$ cat config.mk
export PLATFORM = sky130hd
export DESIGN_NAME = fetch_stage_flat
export DESIGN_NICKNAME = d
export VERILOG_FILES = /design/src/rtl/fetch_stage_if.sv /design/src/rtl/fetch_stage.sv /design/src/flat_wrapper.sv
export SDC_FILE = /design/constraint.sdc
export NUM_CORES = 1
export LEC_CHECK = 0
export CORE_ASPECT_RATIO = 0.9
export CORE_UTILIZATION = 54
export DETAILED_ROUTE_END_ITERATION = 10
export GPL_ROUTABILITY_DRIVEN = 1
export PLACE_DENSITY = 0.93
export SYNTH_ARGS = -nofsm -noshare
export SYNTH_HDL_FRONTEND = slang
export SYNTH_SLANG_ARGS = --single-unit
export TNS_END_PERCENT = 10
$ cat constraint.sdc
create_clock -name clk -period 4 [get_ports clk]
set_input_delay 0.4 -clock clk [delete_from_list [all_inputs] [get_ports clk]]
set_output_delay 0.4 -clock clk [all_outputs]
set_load 0.02 [all_outputs]
$ cat src/rtl/fetch_stage_if.sv
// Fetch-side bus: instruction-memory req/ack read port plus the IF/ID register outputs.
// master = fetch stage, slave = memory/decode side; latency and backpressure are set by fetch_stage.
interface fetch_stage_if #(
    parameter int DATA_LEN    = 32,
    parameter int ADDRESS_LEN = 32
);
    logic                   imem_req;
    logic [ADDRESS_LEN-1:0] imem_addr;
    logic                   imem_ack;
    logic [DATA_LEN-1:0]    imem_rdata;
    logic                   if_valid;
    logic [ADDRESS_LEN-1:0] if_pc;
    logic [DATA_LEN-1:0]    if_instr;

    modport master (
        output imem_req, imem_addr,
        input  imem_ack, imem_rdata,
        output if_valid, if_pc, if_instr
    );

    modport slave (
        input  imem_req, imem_addr,
        output imem_ack, imem_rdata,
        input  if_valid, if_pc, if_instr
    );
endinterface

$ cat src/rtl/fetch_stage.sv
// IF stage: owns the PC, issues req/ack fetches, loads IF/ID; ack at N -> if_valid at N+1.
// freeze holds IF/ID and parks an in-flight word in a one-entry skid; branch_taken flushes.
// Optional perf counters (perf_fetched/perf_stall/perf_flush) under FETCH_PERF_CNT_EN.
module fetch_stage #(
    parameter int                     DATA_LEN    = 32,
    parameter int                     ADDRESS_LEN = 32,
    parameter logic [ADDRESS_LEN-1:0] RESET_PC    = '0,
    parameter int                     PC_STEP     = 4
) (
    input  logic                   clk,
    input  logic                   rst,
    input  logic                   freeze,
    input  logic                   branch_taken,
    input  logic [ADDRESS_LEN-1:0] branch_addr,
`ifdef FETCH_PERF_CNT_EN
    output logic [31:0]            perf_fetched,
    output logic [31:0]            perf_stall,
    output logic [31:0]            perf_flush,
`endif
    fetch_stage_if.master          bus
);
    localparam logic [ADDRESS_LEN-1:0] STEP = ADDRESS_LEN'(PC_STEP);

    typedef enum logic {S_REQ = 1'b0, S_HOLD = 1'b1} state_t;

    state_t                 state_q, state_d;
    logic [ADDRESS_LEN-1:0] pc_q, pc_d;
    logic                   if_valid_q, if_valid_d;
    logic [ADDRESS_LEN-1:0] if_pc_q, if_pc_d;
    logic [DATA_LEN-1:0]    if_instr_q, if_instr_d;
    // Skid occupancy is implied by S_HOLD, so it carries no separate valid bit.
    logic [ADDRESS_LEN-1:0] skid_pc_q, skid_pc_d;
    logic [DATA_LEN-1:0]    skid_instr_q, skid_instr_d;
    logic [ADDRESS_LEN-1:0] pc_inc;
    logic                   load_vld;

    assign pc_inc = pc_q + STEP;

    always_comb begin
        state_d      = state_q;
        pc_d         = pc_q;
        if_valid_d   = if_valid_q;
        if_pc_d      = if_pc_q;
        if_instr_d   = if_instr_q;
        skid_pc_d    = skid_pc_q;
        skid_instr_d = skid_instr_q;
        load_vld     = 1'b0;
        if (branch_taken) begin
            pc_d       = branch_addr;
            if_valid_d = 1'b0;
            state_d    = S_REQ;
        end else begin
            case (state_q)
                S_REQ: begin
                    if (bus.imem_ack) begin
                        pc_d = pc_inc;
                        if (!freeze) begin
                            if_instr_d = bus.imem_rdata;
                            if_pc_d    = pc_inc;
                            if_valid_d = 1'b1;
                            load_vld   = 1'b1;
                        end else begin
                            skid_instr_d = bus.imem_rdata;
                            skid_pc_d    = pc_inc;
                            state_d      = S_HOLD;
                        end
                    end else if (!freeze) begin
                        if_valid_d = 1'b0;
                    end
                end
                S_HOLD: begin
                    if (!freeze) begin
                        if_instr_d = skid_instr_q;
                        if_pc_d    = skid_pc_q;
                        if_valid_d = 1'b1;
                        load_vld   = 1'b1;
                        state_d    = S_REQ;
                    end
                end
                default: state_d = S_REQ;
            endcase
        end
    end

    always_ff @(posedge clk) begin
        if (rst) begin
            state_q      <= S_REQ;
            pc_q         <= RESET_PC;
            if_valid_q   <= 1'b0;
            if_pc_q      <= '0;
            if_instr_q   <= '0;
            skid_pc_q    <= '0;
            skid_instr_q <= '0;
        end else begin
            state_q      <= state_d;
            pc_q         <= pc_d;
            if_valid_q   <= if_valid_d;
            if_pc_q      <= if_pc_d;
            if_instr_q   <= if_instr_d;
            skid_pc_q    <= skid_pc_d;
            skid_instr_q <= skid_instr_d;
        end
    end

    assign bus.imem_req  = (state_q == S_REQ) && !rst;
    assign bus.imem_addr = pc_q;
    assign bus.if_valid  = if_valid_q;
    assign bus.if_pc     = if_pc_q;
    assign bus.if_instr  = if_instr_q;

`ifdef FETCH_PERF_CNT_EN
    logic [31:0] perf_fetched_q, perf_fetched_d;
    logic [31:0] perf_stall_q, perf_stall_d;
    logic [31:0] perf_flush_q, perf_flush_d;

    always_comb begin
        perf_fetched_d = perf_fetched_q + {31'd0, load_vld};
        perf_stall_d   = perf_stall_q + {31'd0, freeze};
        perf_flush_d   = perf_flush_q + {31'd0, branch_taken};
    end

    always_ff @(posedge clk) begin
        if (rst) begin
            perf_fetched_q <= '0;
            perf_stall_q   <= '0;
            perf_flush_q   <= '0;
        end else begin
            perf_fetched_q <= perf_fetched_d;
            perf_stall_q   <= perf_stall_d;
            perf_flush_q   <= perf_flush_d;
        end
    end

    assign perf_fetched = perf_fetched_q;
    assign perf_stall   = perf_stall_q;
    assign perf_flush   = perf_flush_q;
`else
    logic unused_load_vld;
    assign unused_load_vld = load_vld;
`endif
endmodule

$ cat src/flat_wrapper.sv
// flat-port wrapper written by rule: the top's interface ports become plain ports
module fetch_stage_flat 
#(
    parameter int                     DATA_LEN    = 32,
    parameter int                     ADDRESS_LEN = 32,
    parameter logic [ADDRESS_LEN-1:0] RESET_PC    = '0,
    parameter int                     PC_STEP     = 4
)
  (clk, rst, freeze, branch_taken, branch_addr, bus_imem_req, bus_imem_addr, bus_imem_ack, bus_imem_rdata, bus_if_valid, bus_if_pc, bus_if_instr);
  fetch_stage_if #(.DATA_LEN(DATA_LEN), .ADDRESS_LEN(ADDRESS_LEN)) bus_i ();
  input  logic clk;
  input  logic rst;
  input  logic freeze;
  input  logic branch_taken;
  input  logic [ADDRESS_LEN-1:0] branch_addr;
  output wire logic [$bits(bus_i.imem_req)-1:0] bus_imem_req;
  output wire logic [$bits(bus_i.imem_addr)-1:0] bus_imem_addr;
  input wire logic [$bits(bus_i.imem_ack)-1:0] bus_imem_ack;
  input wire logic [$bits(bus_i.imem_rdata)-1:0] bus_imem_rdata;
  output wire logic [$bits(bus_i.if_valid)-1:0] bus_if_valid;
  output wire logic [$bits(bus_i.if_pc)-1:0] bus_if_pc;
  output wire logic [$bits(bus_i.if_instr)-1:0] bus_if_instr;
  assign bus_imem_req = bus_i.imem_req;
  assign bus_imem_addr = bus_i.imem_addr;
  assign bus_i.imem_ack = bus_imem_ack;
  assign bus_i.imem_rdata = bus_imem_rdata;
  assign bus_if_valid = bus_i.if_valid;
  assign bus_if_pc = bus_i.if_pc;
  assign bus_if_instr = bus_i.if_instr;
  fetch_stage #(.DATA_LEN(DATA_LEN), .ADDRESS_LEN(ADDRESS_LEN), .RESET_PC(RESET_PC), .PC_STEP(PC_STEP)) u_core (.clk(clk), .rst(rst), .freeze(freeze), .branch_taken(branch_taken), .branch_addr(branch_addr), .bus(bus_i));
endmodule
---- After elaboration in Yosys (flattened, before gate mapping) ----
Cells that the tools add are included.
word-level totals
  bits in registers ....................... 162
  output and inout port bits .............. 98
  word-level logic and storage cells ...... 40
cells by class
  add/subtract/negate cells ............... 1
  equality and inequality tests ........... 5
  mux-type cells .......................... 18
  bitwise gates (word level) .............. 2
  reduce and logical (&&, ||, !) cells .... 7
operator list
  cell                   number
  $mux 32                9
  $pmux 32 s2            2
  $add 32x3->32 const B  1
  $ne 2x2->1 const B     4
  $reduce_and 4->1       2
  $mux 1                 5
  $pmux 1 s2             2
  $ne 3x3->1 const B     1
  $not 1->1              2
  $reduce_and 2->1       1
  $reduce_bool 2->1      1
  $reduce_or 2->1        1
  $logic_and 1x1->1      1
  $logic_not 1->1        1

---- Longest topological paths before layout ----
Gate-level depths: netlist of the first run.
  depth in word-level cells ............... 4
  mapped depth ............................ 8
  depth with buffers taken out ............ 6

---- Worst setup path before layout of the first run ----
No wires, ideal clock.
  kind .................................... reg-to-reg
  from .................................... register u_core.pc_q[2], in the netlist u_core.bus.imem_addr[2]
  to ...................................... register u_core.pc_q[26], in the netlist u_core.bus.imem_addr[26]
  arrival time ............................ 2,302 ps
  slack ................................... 1,619 ps
  stages on the path, launching flop included .. 7
  buffers on the path ..................... 0
  cells stage by stage .................... dfxtp_1 -> ha_1 -> nand4_1 -> or4_4 -> or4_1 -> xor2_1 -> a211oi_2
on the way
  cells in the longest elaborated chain, start to end .. 4
RTL lines
  item                      line               text
  start: declaration        fetch_stage.sv:27  logic [ADDRESS_LEN-1:0] pc_q, pc_d;
  start signal: assignment  fetch_stage.sv:96  pc_q <= pc_d;
  $add 32x3->32             fetch_stage.sv:37  assign pc_inc = pc_q + STEP;
  $mux 32                   fetch_stage.sv:55  if (bus.imem_ack) begin
  $mux 32                   fetch_stage.sv:53  case (state_q)
  $mux 32                   fetch_stage.sv:48  if (branch_taken) begin
Every way passes these cells. The select of a mux whose other input is x is not followed.
A chain may end at the register's enable or synchronous reset.

---- Worst setup path after layout of the first run ----
  from .................................... register u_core.pc_q[5], in the netlist u_core.bus.imem_addr[5]
  to ...................................... register u_core.if_pc_q[23], in the netlist u_core.bus.if_pc[23]
on the way
  cells in the longest elaborated chain, start to end .. 4
RTL lines
  item                    line               text
  $add 32x3->32           fetch_stage.sv:37
  $mux 32                 fetch_stage.sv:57  if (!freeze) begin
  $mux 32                 fetch_stage.sv:55
  $pmux 32 s2             fetch_stage.sv:53
  end signal: assignment  fetch_stage.sv:98  if_pc_q <= if_pc_d;
  end: declaration        fetch_stage.sv:29  logic [ADDRESS_LEN-1:0] if_pc_q, if_pc_d;
Every way passes these cells. The select of a mux whose other input is x is not followed.

==> impl_metrics.csv, run 1 <==
group,metric,value,unit
cts,cts_resized,0,
critical_path,reg2reg_to,"u_core.bus.if_pc[23]",
critical_path,cp-start-kind,"flop",
global_routing,track_usage,29.8,%
die,core_area,12800,µm²
synth,synth.area.top_cells,"dfxtp_1 (45%), a211oi_1 (8.6%), nand2_1 (6.5%)",
placed_design,pre_cts_slack,1.09,ns
hold_path,hold_path.class,"flop to flop",
synth,synthFlopType,"dfxtp_1",
timing,slew_headroom,15.3,%
critical_path,crit_arrival,3.24,ns
cts,cts.path.max_buffers,2,
route,drtIter0Drc,800,
critical_path,worst-setup-path-type,"flop to flop",
synth,yosysSeqAreaShare,45.2,%
layout,nets,1058,
cts,cts.clk_slew.worst_paths,0.06,ns
critical_path,max_stage_delay,1.14,ns
timing,period_minus_slack,2.98,ns
timing,final-hold-violation-count,0,
route,drc,0,
die,initial_core_util,55.9,%
synth,syn_avg_cell_area,8.27,µm²
global_routing,grt_pass1_wl,32000,µm
route,wirelength,20500,µm
placed_design,port_buffers,166,
route,dr.pass1.iters,5,
placed_design,gp_congestion,0.927,
route,via_per_inst,5.95,
critical_path,endpoint_kind,"flop",
cts,cts_buffers,17,
critical_path,regToRegSetupSlack,1.02,ns
die,fp.dieH,111,µm
synth,async_reset_ff_share,0,%
die,die_w,124,µm
cts,post_cts_buffers,0,
global_routing,grt_pass1_vias,6309,
cts,tritoncts,"built",
timing,tightest_slew,1.26,ns
hold_path,hold_depth,2,
critical_path,r2r_start,"u_core.bus.imem_addr[5]",
timing,max_clock_freq,336,MHz
timing,period_share,74.5,%
placed_design,postPlaceCellArea,8870,µm²
layout,final_common_cell,"clkdlybuf4s50_1",
critical_path,path_delay_family,"simple AND/OR/NAND/NOR gates",
cts,htreeDepth,4,
placed_design,placedCellCount,1133,
cts,cts.sinks,162,
timing,slew_violations,0,
route,antenna_left,0,
global_routing,antenna_found_initial,1,
critical_path,crit_required,4.26,ns
timing,setup_violations,0,
cts,clock_latency,0.43,ns
global_routing,grt-ovfl-total,0,
global_routing,grt_max_degree,109,
outcome,status,"completed",
synth,synth_warnings,0,
synth,syn_area,7180,µm²
layout,stdcell_count,1166,
placed_design,hpwlAfterDp,12800,µm
route,vias,6938,
synth,synth.distinct_cells,47,
critical_path,cp_max_fo,11,
critical_path,cp_slowest_cell,"nor4_1",
synth,synth_edf_count,0,
timing,fin_skew,0.00913,ns
layout,fin_area,9480,µm²
pwr,vdd_drop_max,0.315,mV
die,pin_count,167,
synth,syn_inst,868,
critical_path,crit_buf_inv,0,
die,dieArea,13800,µm²
cts,cts_hold_buffers,0,
pwr,power.density,419,nW/µm²
hold_path,whs_endpoint,"u_core.bus.if_pc[5]",
synth,synth.top_cell.area_share,45.2,%
timing,setup_ws,1.02,ns
layout,area_growth,32.0,%
synth,synth-seq-cells,162,
layout,fillers,857,
synth,synth_nets,938,
timing,rsz0062_at_grt,"false",
timing,finalSetupTns,0,ns
route,wl_per_cell,17.5,µm
critical_path,r2r_cells,5,
layout,drive_gt1_share,5.59,%
flow_run,drv_cap,0,
layout,mostFrequentLayoutCells,"clkdlybuf4s50_1 (165), dfxtp_1 (161), nand2_1 (125)",
synth,yosysTopAreaCell,"dfxtp_1",
pwr,total_power,3970,µW
hold_path,min_from,"u_core.bus.if_pc[5]",
cts,clockRootBuffer,"clkbuf_16",
die,rows,39,
critical_path,crit_chain,"nand3_1, nor4_1, a21boi_0, o21ai_0, a31oi_1",
pwr,leakagePower,0.00314,µW
[metrics by stage]
step,util [%],hold WS [ns]
floorplan,-,0.436
global placement,69.1,0.439
detailed placement,69.1,0.445
CTS,73.8,0.456
global route,73.8,0.479
finish,73.8,0.457
[per-layer routing]
| metal | wire [µm] | global-route usage [%] | share of wire (%) | vias to the layer above |
|---|---|---|---|---|
| met2 | 9780 | 46.8 | 48 | 380 |
| met1 | 8330 | 38.9 | 41 | 3223 |
| met3 | 1830 | 6.97 | 9.0 | 41 |
| met4 | 520 | 13.3 | 2.5 | 0 |
| li1 | - | - | - | 3294 |
| met5 | 0 | 0 | 0 | - |
[registers in the layout, indices dropped and copies added (netlist names)]
signal,cells
u_core.bus.if_instr,32
u_core.bus.if_pc,32
u_core.bus.if_valid,1
u_core.bus.imem_addr,32
u_core.skid_instr_q,32
u_core.skid_pc_q,32
u_core.state_q,1
[kinds of logic (layout without fill, tap and decap cells)]
logic type / count (synthesis) / in the layout / synth area share, %
compound gates: 187 / 187 / 17.2
xor+xnor: 50 / 50 / 6.10
fa+ha+maj: 1 / 1 / 0.174
buf+inv: 82 / 215 / 4.48
flops: 162 / 162 / 45.2
mux: 42 / 42 / 5.86
other cells: 0 / 1 / 0
simple gates: 344 / 344 / 21.0
[cell type report]
type	count	area [µm²]	share of cell area, %
Tap cell	164	205	2.17
Antenna cell	1	2.50	0.0264
Sequential cell	162	3240	34.2
Clock inverter	14	178	1.87
Multi-Input combinational cell	624	3620	38.2
Inverter	5	18.8	0.198
Timing Repair Buffer	178	1770	18.7
Clock buffer	18	429	4.53
[how the worst max path moves through the flow]
| stage | start | to | slack (ns) | depth (start not counted) |
|---|---|---|---|---|
| after global placement | branch_taken | u_core.skid_pc_q[2] | 1.10 | 6 |
| after floorplan | u_core.bus.imem_addr[2] | u_core.bus.imem_addr[26] | 1.62 | 6 |
| after detailed placement | branch_taken | u_core.skid_pc_q[2] | 1.09 | 6 |
| final | u_core.bus.imem_addr[5] | u_core.bus.if_pc[23] | 1.02 | 5 |
| after CTS | u_core.bus.imem_addr[5] | u_core.bus.if_pc[23] | 1.14 | 5 |
| after global routing | u_core.bus.imem_addr[4] | u_core.bus.if_pc[23] | 1.0 | 5 |
[cell usage after synthesis (3+ instances only)]
library cell and n:
nand2b_1 3, nand4_1 14, or4_1 3, mux2i_1 42
a21oi_1 52, xnor2_1 21, dfxtp_1 162, xor2_1 29
nand3_1 17, nand2_1 125, buf_2 4, or3_1 8
and3_1 4, nor4_1 5, o21ai_0 20, buf_1 9
nor2_1 123, clkbuf_1 61, nor3_1 32, a221oi_1 5
inv_1 5, a211oi_1 82, a31oi_1 10
[report_power, final]
group          total (µW)  internal (µW)  leakage (µW)  switching (µW)
registers            1770           1690       0.00133            78.9
clock network        1680            989      0.000284             689
logic                 524            243       0.00153             281
[worst min-delay path: stages, from the launching register on]
cell and delay [ns]:
dfxtp_1 0.31, nand2_1 0.05, a21oi_1 0.05
(Power assumes the default switching activity.)
==> run 2: changes to the inputs <==
- CORE_UTILIZATION: 54 -> 45
- PLACE_DENSITY: 0.93 -> 0.84
- clock period: 4 -> 2.4 ns (I/O delays scaled with it)
==> run 2 against run 1 <==
Effect of this change:
- core utilization down 10 points
- clock power rose by 89%
- wire length is 2.8% lower
- worst setup slack worse by 0.88 ns
- sequential power rose by 66%
- sequential share of layout area is 1.2 points lower
- critical path depth increased by 1
- critical endpoint is now u_core.bus.imem_addr[26]
==> impl_metrics.csv, run 2 (same netlist as run 1, synthesis figures left out) <==
group,metric,value,unit
route,wirelength,19900,µm
timing,slew_violations,0,
die,core_area,15500,µm²
critical_path,crit_arrival,2.62,ns
layout,area_growth,36.8,%
global_routing,grt_pass1_wl,31800,µm
die,dieArea,16500,µm²
timing,setup_violations,0,
timing,slew_headroom,46.8,%
cts,post_cts_buffers,0,
timing,tightest_slew,0.799,ns
cts,cts_hold_buffers,0,
cts,cts.clk_slew.worst_paths,0.06,ns
placed_design,hpwlAfterDp,13700,µm
layout,final_common_cell,"clkdlybuf4s50_1",
critical_path,cp_slowest_cell,"or4_1",
outcome,status,"completed",
critical_path,r2r_cells,6,
critical_path,crit_required,2.76,ns
route,dr.pass1.iters,5,
die,die_w,135,µm
critical_path,reg2reg_to,"u_core.bus.imem_addr[26]",
pwr,vdd_drop_max,0.604,mV
critical_path,cp_max_fo,6,
layout,fillers,1252,
timing,period_minus_slack,2.26,ns
pwr,power.density,715,nW/µm²
timing,whs,0.215,ns
hold_path,hold_path.class,"input port to flop",
cts,clockRootBuffer,"clkbuf_16",
flow_run,drv_cap,0,
cts,clock_latency,0.43,ns
layout,regArea,3240,µm²
pwr,leakagePower,0.00332,µW
global_routing,grt_pass1_vias,6340,
cts,htreeDepth,4,
die,fp.dieH,122,µm
route,antenna_left,0,
die,initial_core_util,46.3,%
layout,drive_gt1_share,7.98,%
layout,multi_input_area,3620,µm²
cts,cts_resized,0,
critical_path,path_delay_family,"simple AND/OR/NAND/NOR gates",
route,drc,0,
timing,period_share,94.3,%
critical_path,r2r_start,"u_core.bus.imem_addr[3]",
layout,nets,1084,
layout,fin_area,9820,µm²
critical_path,worst-setup-path-type,"flop to flop",
placed_design,port_buffers,166,
die,rows,43,
critical_path,cp-start-kind,"flop",
cts,cts.sinks,162,
cts,tritoncts,"built",
timing,rsz0062_at_grt,"false",
cts,cts.path.max_buffers,2,
route,wl_per_cell,16.2,µm
hold_path,whs_endpoint,"u_core.bus.imem_addr[0]",
critical_path,regToRegSetupSlack,0.14,ns
route,drtIter0Drc,516,
die,pin_count,167,
timing,max_clock_freq,442,MHz
layout,mostFrequentLayoutCells,"clkdlybuf4s50_1 (165), dfxtp_1 (161), nand2_1 (125)",
placed_design,gp_congestion,0.900,
timing,finalSetupTns,0,ns
global_routing,track_usage,24.8,%
route,vias,6743,
critical_path,crit_buf_inv,0,
critical_path,crit_chain,"ha_1, nand4_1, or4_4, or4_1, xor2_1, a211oi_2",
layout,antenna_cells,0,
global_routing,antenna_found_initial,0,
route,via_per_inst,5.49,
critical_path,max_stage_delay,0.55,ns
hold_path,hold_depth,2,
critical_path,endpoint_kind,"flop",
global_routing,grt_max_degree,86,
timing,fin_skew,0.0118,ns
placed_design,postPlaceCellArea,9120,µm²
layout,finish.utilization,63.4,%
cts,cts_buffers,17,
global_routing,grt-ovfl-total,0,
hold_path,min_from,"rst",
timing,final-hold-violation-count,0,
run 2: worst max-delay path by stage:
| stage | from | endpoint | slack (ns) | cells past startpoint |
|---|---|---|---|---|
| final | u_core.bus.imem_addr[3] | u_core.bus.imem_addr[26] | 0.14 | 6 |
| after global routing | u_core.bus.imem_addr[3] | u_core.bus.imem_addr[26] | 0.008 | 6 |
| after CTS | u_core.bus.imem_addr[3] | u_core.bus.imem_addr[26] | 0.13 | 6 |
| after detailed placement | u_core.bus.imem_addr[3] | u_core.bus.imem_addr[26] | 0.14 | 6 |
| after global placement | u_core.bus.imem_addr[3] | u_core.skid_pc_q[29] | 0.19 | 5 |
| after floorplan | u_core.bus.imem_addr[2] | u_core.bus.imem_addr[26] | 0.02 | 6 |
run 2: through the flow:
stage | instances | setup slack [ns] | power [µW]
after floorplan | 868 | 0.0186 | 3450
after detailed placement | 1197 | 0.136 | 3890
after CTS | 1229 | 0.130 | 7070
after global routing | 1229 | 0.00779 | 7270
final | 1229 | 0.137 | 7020
after global placement | 1197 | 0.186 | 3870
run 2: power breakdown:
part	internal [µW]	total (µW)	leakage [µW]	switching (µW)
combinational	429	913	0.00166	484
sequential	2820	2930	0.00133	108
clock	2090	3180	0.000338	1100
total	5330	7020	0.00332	1690
run 2: layer usage:
layer | GRT usage, % | vias up | wire [µm]
met1 | 33.1 | 3114 | 8960
met2 | 38.0 | 254 | 9100
met4 | 8.71 | 0 | 380
li1 | - | 3341 | -
met5 | 0 | - | 0
met3 | 7.20 | 34 | 1440
run 2: layout make-up:
class	instances	area share [%]
Inverter	5	0.191
Timing Repair Buffer	204	20.2
Sequential cell	162	33.0
Clock buffer	19	4.51
Multi-Input combinational cell	624	36.9
Tap cell	202	2.57
Clock inverter	13	2.59
==> run 3: changes to the inputs <==
- CELL_PAD_IN_SITES_DETAIL_PLACEMENT: not set -> 1
- CELL_PAD_IN_SITES_GLOBAL_PLACEMENT: not set -> 1
- CORE_UTILIZATION: 45 -> 33
- SETUP_SLACK_MARGIN: not set -> 0.15
==> run 3 against run 2 <==
Effect of this change:
- core utilization down 16 points
- sequential power is essentially flat
- worst setup slack gained 0.038 ns
- cell count is 6.9% higher
- combinational power up 2.6%
- clock power decreased by 14%
- die area increased by 36%
- cell area up 0.87%
- fmax up 1.7%
- sequential share of layout area about the same
- sequential cell count is the same
- critical endpoint is now u_core.bus.if_pc[29]
==> impl_metrics.csv, run 3 (same netlist as run 1, synthesis figures left out) <==
group,metric,value,unit
route,wirelength,23900,µm
pwr,leakagePower,0.00329,µW
route,wl_per_cell,18.2,µm
layout,area_growth,38.0,%
die,rows,50,
timing,max_clock_freq,449,MHz
timing,setup_violations,0,
timing,tightest_slew,0.654,ns
critical_path,crit_required,2.75,ns
cts,cts.path.max_buffers,2,
die,pin_count,167,
global_routing,track_usage,21.7,%
global_routing,grt-ovfl-total,0,
route,antenna_left,0,
timing,slew_violations,0,
timing,period_minus_slack,2.22,ns
global_routing,grt_pass1_vias,6847,
die,die_w,157,µm
cts,clockRootBuffer,"clkbuf_16",
critical_path,cp_max_fo,8,
layout,nets,1085,
layout,drive_gt1_share,9.82,%
cts,clock_latency,0.44,ns
die,dieArea,22400,µm²
route,dr.pass1.iters,5,
timing,finalSetupTns,0,ns
die,initial_core_util,34.1,%
timing,whs,0.208,ns
die,core_area,21100,µm²
placed_design,gp_congestion,0.850,
global_routing,antenna_found_initial,1,
pwr,vdd_drop_max,0.497,mV
placed_design,port_buffers,166,
cts,cts_buffers,17,
critical_path,crit_arrival,2.58,ns
placed_design,placedCellCount,1277,
layout,finish.utilization,47.0,%
cts,cts_hold_buffers,0,
die,fp.dieH,142,µm
cts,tritoncts,"built",
global_routing,grt_max_degree,136,
layout,antenna_cells,0,
layout,stdcell_count,1314,
cts,cts.sinks,162,
outcome,status,"completed",
route,drtIter0Drc,372,
cts,htreeDepth,4,
timing,rsz0062_at_grt,"true",
timing,period_share,92.7,%
cts,cts.clk_slew.worst_paths,0.08,ns
placed_design,hpwlAfterDp,16200,µm
timing,slew_headroom,56.4,%
hold_path,hold_path.class,"input port to flop",
route,vias,6912,
layout,mostFrequentLayoutCells,"clkdlybuf4s50_1 (165), dfxtp_1 (151), nand2_1 (125)",
critical_path,endpoint_kind,"flop",
critical_path,worst-setup-path-type,"flop to flop",
layout,final_common_cell,"clkdlybuf4s50_1",
timing,fin_skew,0.0135,ns
timing,final-hold-violation-count,0,
route,drc,0,
global_routing,grt_pass1_wl,37400,µm
route,via_per_inst,5.26,
pwr,power.density,669,nW/µm²
flow_run,drv_cap,0,
critical_path,cp-start-kind,"flop",
==> run 3: cell types whose count changed in the layout (fill, tap and decap cells not counted), moves of 3 or more <==
cell       before  now
dfxtp_1       161  151
bufinv_16       7    0
inv_8           0    6
dfxtp_2         1    6
dfxtp_4         0    5
inv_6           1    4
==> run 3: metrics by stage <==
| stage | power (µW) | instance area, µm² | setup WS (ns) |
|---|---|---|---|
| after global routing | 6860 | 9900 | 0.109 |
| after floorplan | 3460 | 7190 | 0.129 |
| after CTS | 6670 | 9830 | 0.144 |
| after global placement | 3890 | 9230 | 0.192 |
| after detailed placement | 3920 | 9230 | 0.124 |
| final | 6630 | 9900 | 0.175 |
==> run 3: worst paths after layout <==
kind / startpoint / end / slack [ns] / depth (start not counted)
max: u_core.bus.imem_addr[7] / u_core.bus.if_pc[29] / 0.18 / 5
min reg2reg: u_core.skid_instr_q[26] / u_core.skid_instr_q[26] / 0.46 / 2
max reg2reg: u_core.bus.imem_addr[7] / u_core.bus.if_pc[29] / 0.18 / 5
min: rst / u_core.skid_instr_q[26] / 0.21 / 2
==> run 3: worst max-delay path, stage by stage (launching register included) <==
cell	delay, ns
dfxtp_4	0.40
nand4_4	0.16
or4_4	0.59
or4_1	0.56
xor2_1	0.18
a211oi_2	0.24
==> run 3: layout make-up <==
cell class / instances / area (µm²)
clock buffers: 17 / 425
clock inverters: 15 / 161
fillers: 2460 / 11200
inverters: 5 / 18.8
multi-input cells: 624 / 3670
flip-flops and latches: 162 / 3270
well taps: 286 / 358
repair buffers: 205 / 2000
==> run 3: per-layer routing <==
layer	up-vias	track usage [%]	wire, µm
li1	3335	-	-
met1	3374	29.2	11000
met2	179	33.6	11000
met3	24	5.33	1530
met4	0	7.31	358
met5	-	0	0
==> run 3: where the power goes <==
part           internal, µW  switching (µW)  leakage (µW)
Combinational           432             505       0.00167
Sequential             2820             121       0.00133
Clock                  1400            1350      0.000290
==> run 3: timing repair <==
action / CTS / global route
gates resized for setup: 3 / 10
buffers inserted: 0 / 5
pin swaps: 0 / 4
endpoints found under the setup margin: 4 / 12
